[src/rtl/conv_pkg.sv]
// Shared types and constants for the 3x3 convolution accumulate/schedule path.
package conv_pkg;

    typedef enum logic [1:0] {
        ST_IDLE,
        ST_ACCUM,
        ST_ROUND,
        ST_OUTPUT
    } state_t;

    localparam int SUM_W  = 21;
    localparam int ACC_W  = 25;
    localparam int OUT_W  = 8;
    localparam int MAX_CH = 16;

endpackage

[src/rtl/acc_round_sat.sv]
// Combinational round-half-up, arithmetic right shift and saturation of an accumulator.
// Optional ReLU clamp when CONV_ACC_RELU_EN is defined.
module acc_round_sat #(
    parameter int ACC_W = conv_pkg::ACC_W,
    parameter int OUT_W = conv_pkg::OUT_W
) (
    input  logic signed [ACC_W-1:0] acc,
    input  logic        [4:0]       shift,
    output logic signed [OUT_W-1:0] res
);

    localparam logic signed [ACC_W:0] SAT_HI = (ACC_W+1)'((1 << (OUT_W-1)) - 1);
    localparam logic signed [ACC_W:0] SAT_LO = ~SAT_HI;

    // One extra bit of headroom so adding the rounding half never wraps.
    function automatic logic signed [ACC_W:0] round_shift(
        input logic signed [ACC_W-1:0] a,
        input logic        [4:0]       sh
    );
        logic signed [ACC_W:0] ext;
        logic signed [ACC_W:0] half;
        ext = {a[ACC_W-1], a};
        if (sh == 5'd0) begin
            return ext;
        end
        half = (ACC_W+1)'(1) << (sh - 5'd1);
        return (ext + half) >>> sh;
    endfunction

    function automatic logic signed [OUT_W-1:0] saturate(input logic signed [ACC_W:0] r);
        if (r > SAT_HI) begin
            return SAT_HI[OUT_W-1:0];
        end
        if (r < SAT_LO) begin
            return SAT_LO[OUT_W-1:0];
        end
        return r[OUT_W-1:0];
    endfunction

    function automatic logic signed [OUT_W-1:0] relu(input logic signed [OUT_W-1:0] v);
`ifdef CONV_ACC_RELU_EN
        return v[OUT_W-1] ? '0 : v;
`else
        return v;
`endif
    endfunction

    assign res = relu(saturate(round_shift(acc, shift)));

endmodule

[src/rtl/conv3x3_acc_sched.sv]
// Channel sequencer and cross-channel accumulator feeding the output activation stream.
// Build option CONV_ACC_RELU_EN (in acc_round_sat) clamps negative activations to zero.
module conv3x3_acc_sched #(
    parameter int SUM_W = conv_pkg::SUM_W,
    parameter int ACC_W = conv_pkg::ACC_W,
    parameter int OUT_W = conv_pkg::OUT_W
) (
    input  logic                    clk,
    input  logic                    rst,
    input  logic                    cfg_start,
    input  logic        [3:0]       cfg_nch_m1,
    input  logic        [15:0]      cfg_npix_m1,
    input  logic        [4:0]       cfg_shift,
    input  logic                    in_valid,
    output logic                    in_ready,
    input  logic signed [SUM_W-1:0] in_sum,
    output logic        [3:0]       ch_idx,
    output logic                    out_valid,
    input  logic                    out_ready,
    output logic signed [OUT_W-1:0] out_data,
    output logic                    busy,
    output logic                    done
);
    import conv_pkg::*;

    state_t                  state;
    state_t                  state_nxt;
    logic signed [ACC_W-1:0] acc;
    logic        [15:0]      pix_cnt;
    logic        [3:0]       nch_m1;
    logic        [15:0]      npix_m1;
    logic        [4:0]       shift;
    logic signed [OUT_W-1:0] rsat;
    logic                    last_ch;
    logic                    last_pix;

    assign last_ch  = (ch_idx == nch_m1);
    assign last_pix = (pix_cnt == npix_m1);

    acc_round_sat #(
        .ACC_W (ACC_W),
        .OUT_W (OUT_W)
    ) u_round (
        .acc   (acc),
        .shift (shift),
        .res   (rsat)
    );

    always_comb begin
        state_nxt = state;
        in_ready  = 1'b0;
        out_valid = 1'b0;
        busy      = 1'b1;
        done      = 1'b0;
        case (state)
            ST_IDLE: begin
                busy = 1'b0;
                if (cfg_start) state_nxt = ST_ACCUM;
            end
            ST_ACCUM: begin
                in_ready = 1'b1;
                if (in_valid && last_ch) state_nxt = ST_ROUND;
            end
            ST_ROUND: begin
                state_nxt = ST_OUTPUT;
            end
            ST_OUTPUT: begin
                out_valid = 1'b1;
                if (out_ready) begin
                    done      = last_pix;
                    state_nxt = last_pix ? ST_IDLE : ST_ACCUM;
                end
            end
            default: state_nxt = ST_IDLE;
        endcase
    end

    always_ff @(posedge clk) begin
        if (rst) begin
            state    <= ST_IDLE;
            acc      <= '0;
            ch_idx   <= '0;
            pix_cnt  <= '0;
            nch_m1   <= '0;
            npix_m1  <= '0;
            shift    <= '0;
            out_data <= '0;
        end else begin
            state <= state_nxt;
            case (state)
                ST_IDLE: begin
                    if (cfg_start) begin
                        nch_m1  <= cfg_nch_m1;
                        npix_m1 <= cfg_npix_m1;
                        shift   <= (cfg_shift > 5'd24) ? 5'd24 : cfg_shift;
                        acc     <= '0;
                        ch_idx  <= '0;
                        pix_cnt <= '0;
                    end
                end
                ST_ACCUM: begin
                    if (in_valid) begin
                        acc <= acc + {{(ACC_W-SUM_W){in_sum[SUM_W-1]}}, in_sum};
                        if (!last_ch) ch_idx <= ch_idx + 4'd1;
                    end
                end
                ST_ROUND: begin
                    out_data <= rsat;
                end
                ST_OUTPUT: begin
                    // Next pixel restarts the channel sweep from a clean accumulator.
                    if (out_ready && !last_pix) begin
                        pix_cnt <= pix_cnt + 16'd1;
                        acc     <= '0;
                        ch_idx  <= '0;
                    end
                end
                default: ;
            endcase
        end
    end

endmodule
[config.mk]
export PLATFORM = sky130hd
export DESIGN_NAME = conv3x3_acc_sched
export DESIGN_NICKNAME = d
export VERILOG_FILES = /design/src/rtl/conv_pkg.sv /design/src/rtl/acc_round_sat.sv /design/src/rtl/conv3x3_acc_sched.sv
export SDC_FILE = /design/constraint.sdc
export NUM_CORES = 1
export LEC_CHECK = 0
export CORE_UTILIZATION = 45
export CTS_BUF_LIST = sky130_fd_sc_hd__clkbuf_8
export CTS_CLUSTER_SIZE = 25
export DETAILED_ROUTE_END_ITERATION = 7
export PLACE_DENSITY_LB_ADDON = 0.25
export SYNTH_ARGS = -nofsm -noshare
export SYNTH_HDL_FRONTEND = slang
export SYNTH_HIERARCHICAL = 1
export SYNTH_SLANG_ARGS = --single-unit
[constraint.sdc]
create_clock -name clk -period 4.8 [get_ports clk]
set_input_delay 0.72 -clock clk [delete_from_list [all_inputs] [get_ports clk]]
set_output_delay 0.72 -clock clk [all_outputs]
set_load 0.1 [all_outputs]
==> results.txt <==
The wire length on met2 is 14.49 mm. The total of hold buffers inserted after clock tree synthesis is 0. STA classifies the critical path endpoint as a register. The arrival time at the worst endpoint is 4.99 ns.

The final critical delay including setup and external delays is 4.672 ns. The final worst-path setup slack is 0.1276 ns. The total count of max-transition violations in the final report came to 0.

The cell area after synthesis is 8813 um^2. The synthesized instance count is 1210. The die is 142.0 um tall. The global placer's final weighted congestion came out at 1.038. In this run, synthesis inferred 0 flip-flops with an integrated enable.

In the final routing, the length of wire on met1 measures 13.69 mm. The starting DRC count in detailed routing came out at 1211. The number of detailed-route iterations in the first pass is 6. The wire length per cell is 20.38 um. The ratio of cells with drive above 1 in the final layout is 20.07%. STA classifies the critical path startpoint as a register. The wire length after detailed routing came out at 32.82 mm.

The count of maximum capacitance violations is 0. The leakage component of the power came out at 0.004505 uW. The number of nets handed over by synthesis was 1319. The critical path data required time is 5.12 ns. The tightest min-delay check is of the reg -> reg type.

The largest fanout on the critical path came out at 7. Summing all flip-flop and latch instances after layout gives 1610 um^2. The upper clock frequency limit came out at 0.2140 GHz. The area of combinational cells with multiple inputs came out at 7119 um^2. For this run, asynchronously set or reset flops after synthesis account for 0%.

For this run, the total global-route usage over all layers was measured as 32.11%. The worst slack after detailed placement is -0.05850 ns. The wire length of the first global-routing pass is 50.30 mm. TritonCTS built the clock tree.

Using the TritonRoute via totals, the vias-per-cell ratio works out to 6.289. The I/O pin count is 67. 0 antenna diodes ended up in the layout. The number of warnings reported in the yosys synthesis log is 6.

The net count of the finished layout is 1454. The aggregate global routing overflow came out at 0. The number of H-tree branching levels is 3. TritonCTS created 9 clock buffers.

The DRC violation count after routing is 0. The highest layer touched by signal routing is met4. The adder and majority cell fraction of the synthesized area came out at 8.404%. The most common library cell in the layout ignoring fill and taps is nand2_1. The area share of and/or/nand/nor cells after synthesis is 26.76%. The amount of wire on met3 after detailed routing is 3.200 mm. The share of the core filled with cells came out at 58.38%. The worst setup path is of the reg -> reg kind. The initial core utilization came out at 46.50%. The clock transition time at the flip-flop clock pins of the worst setup and hold paths came out at 0.10 ns. Sequential cells were found to cover 18.17% of the synthesized design area. The post-synthesis sequential element count is 80. Clock latency on the worst-skew pair, taken at its later pin, is 0.37 ns.

CTS saw 80 sinks. After layout, the worst path uses 97.34% of the clock period. The combinational family with the most area after synthesis is compound AO/OA/AOI/OAI gates. The number of setup violations in the final report is 0.

Headroom to the max-slew limit came out at 34.62%. The power per standard cell area came out at 429.7 nW/um^2. Input and output buffers added on the ports amount to 66. The number of global-route vias before repair is 9235. The number of antenna violations at the first check in global routing came out at 0.

The multiplexer share of the synthesized area came out at 3.762%. The post-synthesis average cell area came out at 7.284 um^2. Across the VDD grid, the largest voltage drop is 569.7 uV. The slew at the pin with the worst max-slew slack is 0.9777 ns. The die boundary width is 142.0 um.

The final-layout fill cell count is 1760. For this run, the leading register cell type out of synthesis is dfxtp_1. The compound-gate portion of the synthesized area came out at 30.91%. Summing over every cut layer, the via total after detailed routing is 10.13k. The row count is 50. Compared with the post-synthesis result, the final layout area differs by 25.55%. The core area is 18960 um^2. In this run the deepest clock path goes through 2 buffers. The number of hold-slack violations in the final timing report was 0. The clock arrives with 0.01416 ns of skew. The full die area came out at 20150 um^2. The pin count of the biggest net entering global routing is 50.

The placed wire-length estimate came out at 25.54 mm. The top cell types in the final layout, fill and taps aside, are 176 x nand2_1, 117 x buf_4, 109 x nor2_1, 105 x a21oi_1, 75 x dfxtp_1. In this run the clock root is driven by a clkbuf_8. The count of unique library cells instantiated by Yosys came out at 109. The count of nets left with antenna violations once routing finished came out at 0.

The post-synthesis share of cell area spent on xor and xnor gates came out at 6.431%. The flow ran to the end, and the final reports show no timing, DRC or antenna violations.
==> timing repair <==
| action | 4_1_cts | 5_1_grt |
|---|---|---|
| endpoints found under the setup margin | 7 | 7 |
| pin swaps | 1 | 23 |
| setup buffers | 0 | 8 |
| cloned | 0 | 1 |
| resized for setup | 5 | 88 |
==> per-layer routing <==
metal  GRT usage [%]  up-vias
met4           14.49        0
met5               0        -
li1                -     4771
met1           42.46     4697
met3           7.470       93
met2           49.52      564
==> per-stage QoR <==
| step | area (um^2) | total power (uW) | hold WS (ns) | instances | setup TNS, ns |
|---|---|---|---|---|---|
| detailed placement | 10350 | 3956 | 0.4640 | 1585 | -0.3402 |
| global route | 11070 | 5024 | 0.4929 | 1610 | -0.3996 |
| CTS | 10600 | 4513 | 0.4764 | 1601 | 0 |
| floorplan | 8816 | 2970 | 0.4481 | 1210 | 0 |
| finish | 11070 | 4755 | 0.4724 | 1610 | 0 |
| global placement | 10350 | 3964 | 0.4567 | 1585 | -0.7099 |
==> path summary, 6_finish.rpt <==
| check | startpoint | endpoint | slack (ns) | cells after the start |
|---|---|---|---|---|
| setup / recovery | shift[4] | out_data[4] | 0.13 | 20 |
| hold reg to reg | npix_m1[0] | npix_m1[0] | 0.47 | 2 |
| hold / removal | npix_m1[0] | npix_m1[0] | 0.47 | 2 |
| setup reg to reg | shift[4] | out_data[4] | 0.13 | 20 |
==> cell families after synthesis <==
kind of cell	count (synthesis)
flops	80
fa+ha+maj	58
buf+inv	97
xor+xnor	63
compound gates	389
mux	32
simple gates	491
==> flip-flops by register name (all words and copies together) (netlist names) <==
name	flops
acc	25
npix_m1	16
pix_cnt	16
out_data	8
shift	5
ch_idx	4
nch_m1	4
state	2
==> worst max-delay path, stage by stage, from the launching register on <==
cell and delay, ns:
dfxtp_2 0.41, buf_4 0.16, buf_4 0.13, nand2_1 0.19, nor3_4 0.30, ha_1 0.35
a21oi_2 0.20, o21ai_0 0.09, a21o_1 0.21, a211oi_2 0.34, a211oi_2 0.14, nor3_4 0.35
a2111oi_4 0.13, nor4_2 0.39, buf_4 0.18, nand2_1 0.10, nor4_4 0.37, a31oi_4 0.19
o21ai_1 0.19, mux2i_1 0.09, nor2_1 0.10
==> power breakdown <==
group          leakage (uW)  switching [uW]  total, uW  internal (uW)
clock              0.000109             279        542            263
sequential         0.000653             129        909            780
combinational       0.00374            2090       3300           1210
==> Yosys cell counts, types with 11 or more instances <==
| library cell | number | area [um^2] |
|---|---|---|
| and3_1 | 11 | 68.82 |
| o21ai_1 | 19 | 95.09 |
| nor4_1 | 20 | 125.1 |
| nand2_1 | 180 | 675.7 |
| mux2i_1 | 26 | 260.3 |
| nor3_1 | 32 | 160.2 |
| xor2_1 | 39 | 341.6 |
| xnor2_1 | 22 | 192.7 |
| dfxtp_1 | 80 | 1602 |
| a21o_1 | 23 | 172.7 |
| inv_1 | 29 | 108.9 |
| nand4_1 | 18 | 112.6 |
| a22oi_1 | 11 | 82.58 |
| a21oi_1 | 113 | 565.5 |
| clkbuf_1 | 36 | 135.1 |
| nand3_1 | 44 | 220.2 |
| o21ai_0 | 55 | 275.3 |
| o211ai_1 | 28 | 210.2 |
| a31oi_1 | 15 | 93.84 |
| nor2_1 | 117 | 439.2 |
| or3_1 | 11 | 68.82 |
| ha_1 | 56 | 700.7 |
==> final cells by class <==
type                    count  share of cell area, %
well taps                 260                  2.940
multi-input cells        1033                  64.34
inverters                  30                  1.040
repair buffers            191                  15.20
flip-flops and latches     80                  14.55
clock inverters             6                 0.6897
clock buffers              10                  1.244
(Power assumes the default switching activity.)
